==> src/rtl/uart_rx_if.sv <==
// uart_rx_if: serial line in, held frame with error flags out, valid/ready handshake
interface uart_rx_if #(parameter int DATA_WIDTH = 8);
    logic                  rx;
    logic                  rx_ready;
    logic [DATA_WIDTH-1:0] rx_data;
    logic                  rx_valid;
    logic                  parity_err;
    logic                  framing_err;
    logic                  overrun_err;
    logic                  busy;
    modport master (output rx, rx_ready, input rx_data, rx_valid, parity_err, framing_err, overrun_err, busy);
    modport slave  (input rx, rx_ready, output rx_data, rx_valid, parity_err, framing_err, overrun_err, busy);
endinterface

==> src/rtl/uart_rx_deserializer.sv <==
// uart_rx_deserializer: mid-bit sampling UART receiver with parity/stop checks and one-entry holding register
module uart_rx_deserializer #(
    parameter int CLKS_PER_BIT = 16,
    parameter int DATA_WIDTH   = 8,
    parameter int PARITY_EN    = 1,
    parameter int PARITY_ODD   = 0,
    parameter int STOP_BITS    = 1
) (
    input logic      clk,
    input logic      rst,
    uart_rx_if.slave bus
);
    localparam int CW = $clog2(CLKS_PER_BIT);
    localparam int BW = $clog2(DATA_WIDTH + 1);
    typedef enum logic [2:0] {IDLE, START, DATA, PARITY, STOP, COMMIT, BREAK} state_t;
    state_t                state, nxt;
    logic                  rx_m, rx_s, rx_prev;
    logic [CW-1:0]         cnt;
    logic [BW-1:0]         bit_cnt;
    logic [DATA_WIDTH-1:0] shift_reg, data_q;
    logic                  perr, ferr, valid_q, perr_q, ferr_q, ovr_q;
    logic                  fall, tick, counting, data_last, stop_last;
    assign fall      = !rx_s && rx_prev;
    assign tick      = cnt == '0;
    assign counting  = state inside {START, DATA, PARITY, STOP};
    assign data_last = bit_cnt == BW'(DATA_WIDTH - 1);
    assign stop_last = bit_cnt == BW'(STOP_BITS - 1);
    always_ff @(posedge clk) begin
        if (rst) begin
            rx_m    <= 1'b1;
            rx_s    <= 1'b1;
            rx_prev <= 1'b1;
            state   <= IDLE;
        end else begin
            rx_m    <= bus.rx;
            rx_s    <= rx_m;
            rx_prev <= rx_s;
            state   <= nxt;
        end
    end
    always_comb begin
        nxt = state;
        case (state)
            IDLE:    nxt = fall ? START : IDLE;
            START:   nxt = !tick ? START : rx_s ? IDLE : DATA;
            DATA:    nxt = (tick && data_last) ? (PARITY_EN != 0 ? PARITY : STOP) : DATA;
            PARITY:  nxt = tick ? STOP : PARITY;
            STOP:    nxt = (tick && stop_last) ? COMMIT : STOP;
            COMMIT:  nxt = (ferr && !rx_s) ? BREAK : IDLE;
            BREAK:   nxt = rx_s ? IDLE : BREAK;
            default: nxt = IDLE;
        endcase
    end
    // The bit-period counter idles preloaded with half a bit so START lands mid-bit.
    always_ff @(posedge clk) begin
        if (rst) begin
            cnt       <= '0;
            bit_cnt   <= '0;
            shift_reg <= '0;
            perr      <= 1'b0;
            ferr      <= 1'b0;
        end else begin
            cnt       <= (state == IDLE) ? CW'(CLKS_PER_BIT / 2 - 1) : !counting ? cnt : tick ? CW'(CLKS_PER_BIT - 1) : cnt - 1'b1;
            bit_cnt   <= (state == IDLE) ? '0 : (tick && state == DATA) ? (data_last ? '0 : bit_cnt + 1'b1) : (tick && state == STOP) ? bit_cnt + 1'b1 : bit_cnt;
            shift_reg <= (tick && state == DATA) ? {rx_s, shift_reg[DATA_WIDTH-1:1]} : shift_reg;
            perr      <= (state == IDLE) ? 1'b0 : (tick && state == PARITY) ? (rx_s != (^shift_reg ^ 1'(PARITY_ODD))) : perr;
            ferr      <= (state == IDLE) ? 1'b0 : (tick && state == STOP && !rx_s) ? 1'b1 : ferr;
        end
    end
    always_ff @(posedge clk) begin
        if (rst) begin
            data_q  <= '0;
            valid_q <= 1'b0;
            perr_q  <= 1'b0;
            ferr_q  <= 1'b0;
            ovr_q   <= 1'b0;
        end else begin
            ovr_q <= 1'b0;
            if (state == COMMIT) begin
                if (!valid_q || bus.rx_ready) begin
                    data_q  <= shift_reg;
                    perr_q  <= perr;
                    ferr_q  <= ferr;
                    valid_q <= 1'b1;
                end else begin
                    ovr_q <= 1'b1;
                end
            end else if (valid_q && bus.rx_ready) begin
                valid_q <= 1'b0;
            end
        end
    end
    assign bus.rx_data     = data_q;
    assign bus.rx_valid    = valid_q;
    assign bus.parity_err  = perr_q;
    assign bus.framing_err = ferr_q;
    assign bus.overrun_err = ovr_q;
    assign bus.busy        = state != IDLE;
endmodule

==> src/flat_wrapper.sv <==
// flat-port wrapper written by rule: the top's interface ports become plain ports
module uart_rx_deserializer_flat 
#(
    parameter int CLKS_PER_BIT = 16,
    parameter int DATA_WIDTH   = 8,
    parameter int PARITY_EN    = 1,
    parameter int PARITY_ODD   = 0,
    parameter int STOP_BITS    = 1
)
  (clk, rst, bus_rx, bus_rx_ready, bus_rx_data, bus_rx_valid, bus_parity_err, bus_framing_err, bus_overrun_err, bus_busy);
  uart_rx_if #(.DATA_WIDTH(DATA_WIDTH)) bus_i ();
  input logic clk;
  input logic rst;
  input wire logic [$bits(bus_i.rx)-1:0] bus_rx;
  input wire logic [$bits(bus_i.rx_ready)-1:0] bus_rx_ready;
  output wire logic [$bits(bus_i.rx_data)-1:0] bus_rx_data;
  output wire logic [$bits(bus_i.rx_valid)-1:0] bus_rx_valid;
  output wire logic [$bits(bus_i.parity_err)-1:0] bus_parity_err;
  output wire logic [$bits(bus_i.framing_err)-1:0] bus_framing_err;
  output wire logic [$bits(bus_i.overrun_err)-1:0] bus_overrun_err;
  output wire logic [$bits(bus_i.busy)-1:0] bus_busy;
  assign bus_i.rx = bus_rx;
  assign bus_i.rx_ready = bus_rx_ready;
  assign bus_rx_data = bus_i.rx_data;
  assign bus_rx_valid = bus_i.rx_valid;
  assign bus_parity_err = bus_i.parity_err;
  assign bus_framing_err = bus_i.framing_err;
  assign bus_overrun_err = bus_i.overrun_err;
  assign bus_busy = bus_i.busy;
  uart_rx_deserializer #(.CLKS_PER_BIT(CLKS_PER_BIT), .DATA_WIDTH(DATA_WIDTH), .PARITY_EN(PARITY_EN), .PARITY_ODD(PARITY_ODD), .STOP_BITS(STOP_BITS)) u_core (.clk(clk), .rst(rst), .bus(bus_i));
endmodule
==> config.mk <==
export PLATFORM = sky130hd
export DESIGN_NAME = uart_rx_deserializer_flat
export DESIGN_NICKNAME = d
export VERILOG_FILES = /design/src/rtl/uart_rx_if.sv /design/src/rtl/uart_rx_deserializer.sv /design/src/flat_wrapper.sv
export SDC_FILE = /design/constraint.sdc
export NUM_CORES = 1
export LEC_CHECK = 0
export ABC_AREA = 1
export CORE_MARGIN = 1
export CORE_UTILIZATION = 55
export DETAILED_ROUTE_END_ITERATION = 8
export PLACE_DENSITY = 0.85
export RECOVER_POWER = 100
export SYNTH_ARGS = -nofsm -noshare
export SYNTH_HDL_FRONTEND = slang
export SYNTH_SLANG_ARGS = --single-unit
==> constraint.sdc <==
create_clock -name clk -period 2.35 [get_ports clk]
set_input_delay 0.235 -clock clk [delete_from_list [all_inputs] [get_ports clk]]
set_output_delay 0.235 -clock clk [all_outputs]
set_load 0.01 [all_outputs]
* Word level (Yosys, flattened, before mapping)
Cells that the tools add are included.
** Word-level totals
- Logic and storage cells :: 71
- Output and inout port bits :: 13
- Bits in registers :: 36
** Operators by class
- Add/subtract/negate cells :: 2
- Mux-type cells :: 19
- Reduce and logical (&&, ||, !) cells :: 25
- Bitwise operators :: 1
- Equality and inequality tests :: 9
** Operators with widths (number)
- 3-bit case mux with 7 select lines :: 1
- 3-bit two-way mux :: 6
- 4-bit two-way mux :: 4
- 3-bit equality test, second input constant :: 3
- 1-bit logical AND :: 9
- 4-bit zero test :: 2
- 8-bit parity :: 1
- 1-bit two-way mux :: 7
- 3-bit by 2-bit equality test with 1-bit output, second input constant :: 2
- 2-bit nonzero test :: 3
- 4-bit by 1-bit adder with 4-bit output, second input constant :: 1
- 4-bit by 3-bit equality test with 1-bit output, second input constant :: 1
- 2-bit AND reduction :: 2
- 4-bit nonzero test :: 1
- 2-bit OR reduction :: 2
- 4-bit by 1-bit subtractor with 4-bit output, second input constant :: 1
- 3-bit by 1-bit equality test with 1-bit output, second input constant :: 1
- 3-bit zero test :: 1
- 3-bit nonzero test :: 1
- 1-bit zero test :: 2
- 2-bit two-way mux :: 1
- 2-bit inequality test, second input constant :: 1
- 1-bit logical OR :: 1
- 1-bit inequality test :: 1
- 1-bit inverter :: 1

* Logic depth before layout (Yosys ltp)
- Depth in word-level cells :: 4
- Gate-level depth with buffers :: 10
- Gate-level depth less buffers :: 10

* Least setup slack after synthesis
No wires, ideal clock.
- Path type :: register to register
- Start point :: register u_core.cnt[0]
- End point :: register u_core.bit_cnt[2]
- Required time :: 2228 ps
- Path slack :: 1071 ps
- Setup time :: 122 ps
- Period minus slack after synthesis :: 1279 ps
- Cell stages (with the launch flop) :: 8
- Arrival time :: 1157 ps
- Cells stage by stage :: dfxtp_1 > inv_1 > ha_1 > nand3_4 > a21oi_2 > inv_2 > o21ai_0 > a21oi_1
** Between the ends
- Word-level cells in the longest chain between the ends :: 3
** RTL lines
- from (decl) :: RTL line uart_rx_deserializer.sv:18 : logic [CW-1:0] cnt;
- from (signal assigned) :: RTL line uart_rx_deserializer.sv:63 : cnt <= (state == IDLE) ? CW'(CLKS_PER_BIT / 2 - 1) : !counting ? cnt : tick ? CW'(CLKS_PER_BIT - 1) : cnt - 1' ...
- 4-bit zero test * :: RTL line uart_rx_deserializer.sv:24 : assign tick = cnt == '0;
- 1-bit logical AND :: RTL line uart_rx_deserializer.sv:64 : bit_cnt <= (state == IDLE) ? '0 : (tick && state == DATA) ? (data_last ? '0 : bit_cnt + 1'b1) : (tick && state ...
- 4-bit two-way mux or 2-bit nonzero test (tied branches)
- to (signal assigned) :: RTL line uart_rx_deserializer.sv:64
- to (decl) :: RTL line uart_rx_deserializer.sv:19 : logic [BW-1:0] bit_cnt;
Mark *: on every way between the ends. The rest lies on a longest branch, timed or not.
A chain may end at the register's enable or synchronous reset.

* Final worst setup path
- Start point :: register u_core.state[0]
- End point :: output bus_busy
** Between the ends
- Word-level cells in the longest chain between the ends :: 1
** RTL lines
- from (decl) :: RTL line uart_rx_deserializer.sv:16 : state_t state, nxt;
- from (signal assigned) :: RTL line uart_rx_deserializer.sv:38 : state <= nxt;
- 3-bit nonzero test :: RTL line uart_rx_deserializer.sv:98 : assign bus.busy = state != IDLE;
- to (decl) :: RTL line flat_wrapper.sv:21 : output wire logic [$bits(bus_i.busy)-1:0] bus_busy;
Every way passes these cells.

==> reports/qor.csv <==
metric;value;unit
postcts setup bufs;0;
count of different cell masters after synthesis;29;
total grt overflow;0;
initial antenna violation count;0;
FP Rows;19;
Final Hold Violating Endpoints;0;
CP Capture Type;output pin;
Critical R2R Capture;u_core.bit_cnt[2]$_SDFFE_PP0P_;
global-route wire length before repair;5457;µm
Sequential Power Share;0.619;
min-delay worst type;reg2reg;
maximum buffer depth of the clock tree;2;
Lkg Pwr;0.7467;nW
Final setup viols;0;
Max-Cap Viols;0;
Ant. Diodes;0;
CORE AREA;0.002781;mm²
Yosys warning count;0;
starting density of the core;0.5843;
dpl hpwl;2301;µm
Worst Hold Endpoint;u_core.rx_s$_SDFF_PP1_;
I/O Buffers;16;
worst hold slack;430.7;ps
FF+latch count, synth;36;
Clock Power Share;0.335;
via/cell ratio;5.350;
via count;1407;
Crit path required time;2120;ps
reg2reg start;u_core.cnt[0]$_SDFFE_PP0P_;
clk root buf;clkbuf_4;
Die Height;56.36;µm
skew final;14.48;ps
final worst-path cycle share;0.8611;
Critical Path Fanout Max;5;
Tot GR Track Use;0.2241;
r2r worst-path depth;7;
Synth Instances;213;
Period minus WS final;2024;ps
worst slew pin tran;487.8;ps
synthesized area;0.001625;mm²
sequential element share of the synthesized area;0.4434;
vias in the first global route;1321;
R2R Setup Slk;470;ps
Psw;0.0002556;W
Rel. slew slack;0.6730;
Net Count, Synth;220;
Sink Count;36;
Setup TNS;0;ps
GP Congestion;0.8626;
Yosys top cell by area;dfxtp_1;
CTS Hold Bufs;0;
total CTS buffers;5;
Setup CP Type;reg2out;
CTS tree;built;
DRT iter0 DRCs;57;
CTS clock-pin slew for the worst setup and hold paths;120;ps
ranking of synthesized cells by area;dfxtp_1 (44%), nand2_1 (8.3%), a21oi_1 (6.5%);
RSZ-0062 raised after global routing;no;
Remaining DRCs;0;
share of layout cells above drive strength 1;0.07759;
Final nets;238;
CP Data Arrival Time;1790;ps
cell internal pwr;0.0007477;W
outcome;finished clean;
routed wire length;3164;µm
Area Growth Syn to Fin;11.32;%
Max VDD drop;559.3;µV
pwr dens;554.6;mW/mm²
I/O pin cnt;17;
syn_area_per_cell;7.631;µm²
fmax;494.2;MHz
largest net degree at the start of global routing;21;
drt wl/cell;12.03;µm
Max Slew Vio Count;0;
sw frac;0.2548;
Synth top area share;0.4434;
min-delay src;u_core.rx_m$_SDFF_PP1_;
post-cts resize count;0;
H-tree depth;2;
startpoint types;flip-flop;
chip width;56.36;µm
drt pass-1 iters;4;
Comb power frac;0.045;
WHS Path Cells;1;
Clock Latency Late Sink;360;ps
antenna-violating nets left;0;
die area;0.003176;mm²
==> logic make-up after synthesis <==
kind of cell / count (synthesis) / share of synthesized area
AO/OA/AOI/OAI: 50 / 0.1663
XOR/XNOR: 3 / 0.01617
adder cells (fa/ha/maj): 3 / 0.02310
buffers and inverters: 39 / 0.1008
flip-flops: 36 / 0.4434
AND/OR/NAND/NOR: 82 / 0.2502
==> power groups by stage <==
stage                     logic (W)  clock network [W]  registers [W]
after detailed placement  0.0000493                  0       0.000635
final                     0.0000456           0.000336       0.000621
after global placement    0.0000482                  0       0.000635
after floorplan           0.0000358                  0       0.000634
after global routing      0.0000507           0.000368       0.000623
after CTS                 0.0000499           0.000335       0.000621
==> cells in the mapped netlist (all sizes together) <==
master / number
nand2: 37
dfxtp: 36
inv: 34
a21oi: 22
nor2: 21
o21ai: 20
nand3: 15
a31oi: 4
clkbuf: 3
ha: 3
nor3: 3
a211oi: 2
buf: 2
nand4: 2
or2: 2
xnor2: 2
a221oi: 1
nor3b: 1
nor4: 1
o211ai: 1
xor2: 1
==> final cells by class <==
cell class / instances / area (µm²)
clock buffer: 5 / 37.54
clock inverter: 3 / 18.77
fill: 234 / 972.2
inverter: 34 / 128.9
multi-input combinational: 138 / 704.4
sequential: 36 / 720.7
tap: 31 / 38.79
timing repair buffer: 16 / 160.2
==> critical path, stage by stage (launching register included) <==
cell and delay, ps:
dfxtp_1 350, inv_1 130, nand2_1 70, nor2_1 330, inv_1 70, clkdlybuf4s50_1 480
==> stage by stage <==
stage	setup slack [ps]	power, W	area (µm²)	std cells	util
global placement	708.9	0.0006835	1790	255	0.6437
CTS	430.5	0.001006	1847	263	0.6640
floorplan	1071	0.0006699	1625	213	-
finish	326.4	0.001003	1809	263	0.6505
global route	221.7	0.001042	1809	263	0.6505
detailed placement	640.1	0.0006846	1790	255	0.6437
==> layout by cell type, fill, tap and decap left out <==
| cell | Yosys | layout |
|---|---|---|
| a211oi_1 | 2 | 2 |
| a21oi_1 | 21 | 22 |
| a221oi_1 | 1 | 1 |
| a31oi_1 | 4 | 4 |
| clkbuf_4 | 0 | 5 |
| clkdlybuf4s50_1 | 0 | 3 |
| clkinv_1 | 0 | 1 |
| clkinv_2 | 0 | 2 |
| clkinv_4 | 0 | 1 |
| clkinvlp_2 | 0 | 1 |
| dfxtp_1 | 36 | 36 |
| dlygate4sd3_1 | 0 | 13 |
| ha_1 | 3 | 3 |
| inv_1 | 28 | 30 |
| inv_2 | 5 | 2 |
| nand2_1 | 36 | 37 |
| nand3_1 | 13 | 14 |
| nand3_2 | 1 | 1 |
| nand4_1 | 2 | 2 |
| nor2_1 | 15 | 18 |
| nor2_2 | 3 | 1 |
| nor2_4 | 3 | 2 |
| nor3_1 | 3 | 3 |
| nor3b_2 | 1 | 1 |
| nor4_1 | 1 | 1 |
| o211ai_1 | 1 | 1 |
| o21ai_0 | 20 | 20 |
| or2_2 | 2 | 2 |
| xnor2_1 | 2 | 2 |
| xor2_1 | 1 | 1 |
==> routing by layer <==
layer | global-route usage | share of wire | vias up
li1 | - | - | 732
met1 | 0.2803 | 0.48 | 644
met2 | 0.3503 | 0.46 | 25
met3 | 0.07604 | 0.052 | 6
met4 | 0.09756 | 0.015 | 0
met5 | 0 | 0 | -
==> worst max-delay path by stage <==
stage / from / end / slack [ps] / depth (start not counted)
after floorplan: u_core.cnt[0]$_SDFFE_PP0P_ / u_core.bit_cnt[2]$_SDFFE_PP0P_ / 1070 / 7
after global placement: rst / u_core.shift_reg[2]$_SDFFE_PP0P_ / 710 / 4
after detailed placement: rst / u_core.shift_reg[5]$_SDFFE_PP0P_ / 640 / 4
after CTS: u_core.state[0]$_SDFF_PP0_ / bus_busy / 430 / 5
after global routing: u_core.state[0]$_SDFF_PP0_ / bus_busy / 220 / 5
final: u_core.state[0]$_SDFF_PP0_ / bus_busy / 330 / 5
Power figures use the tool's default switching activity.
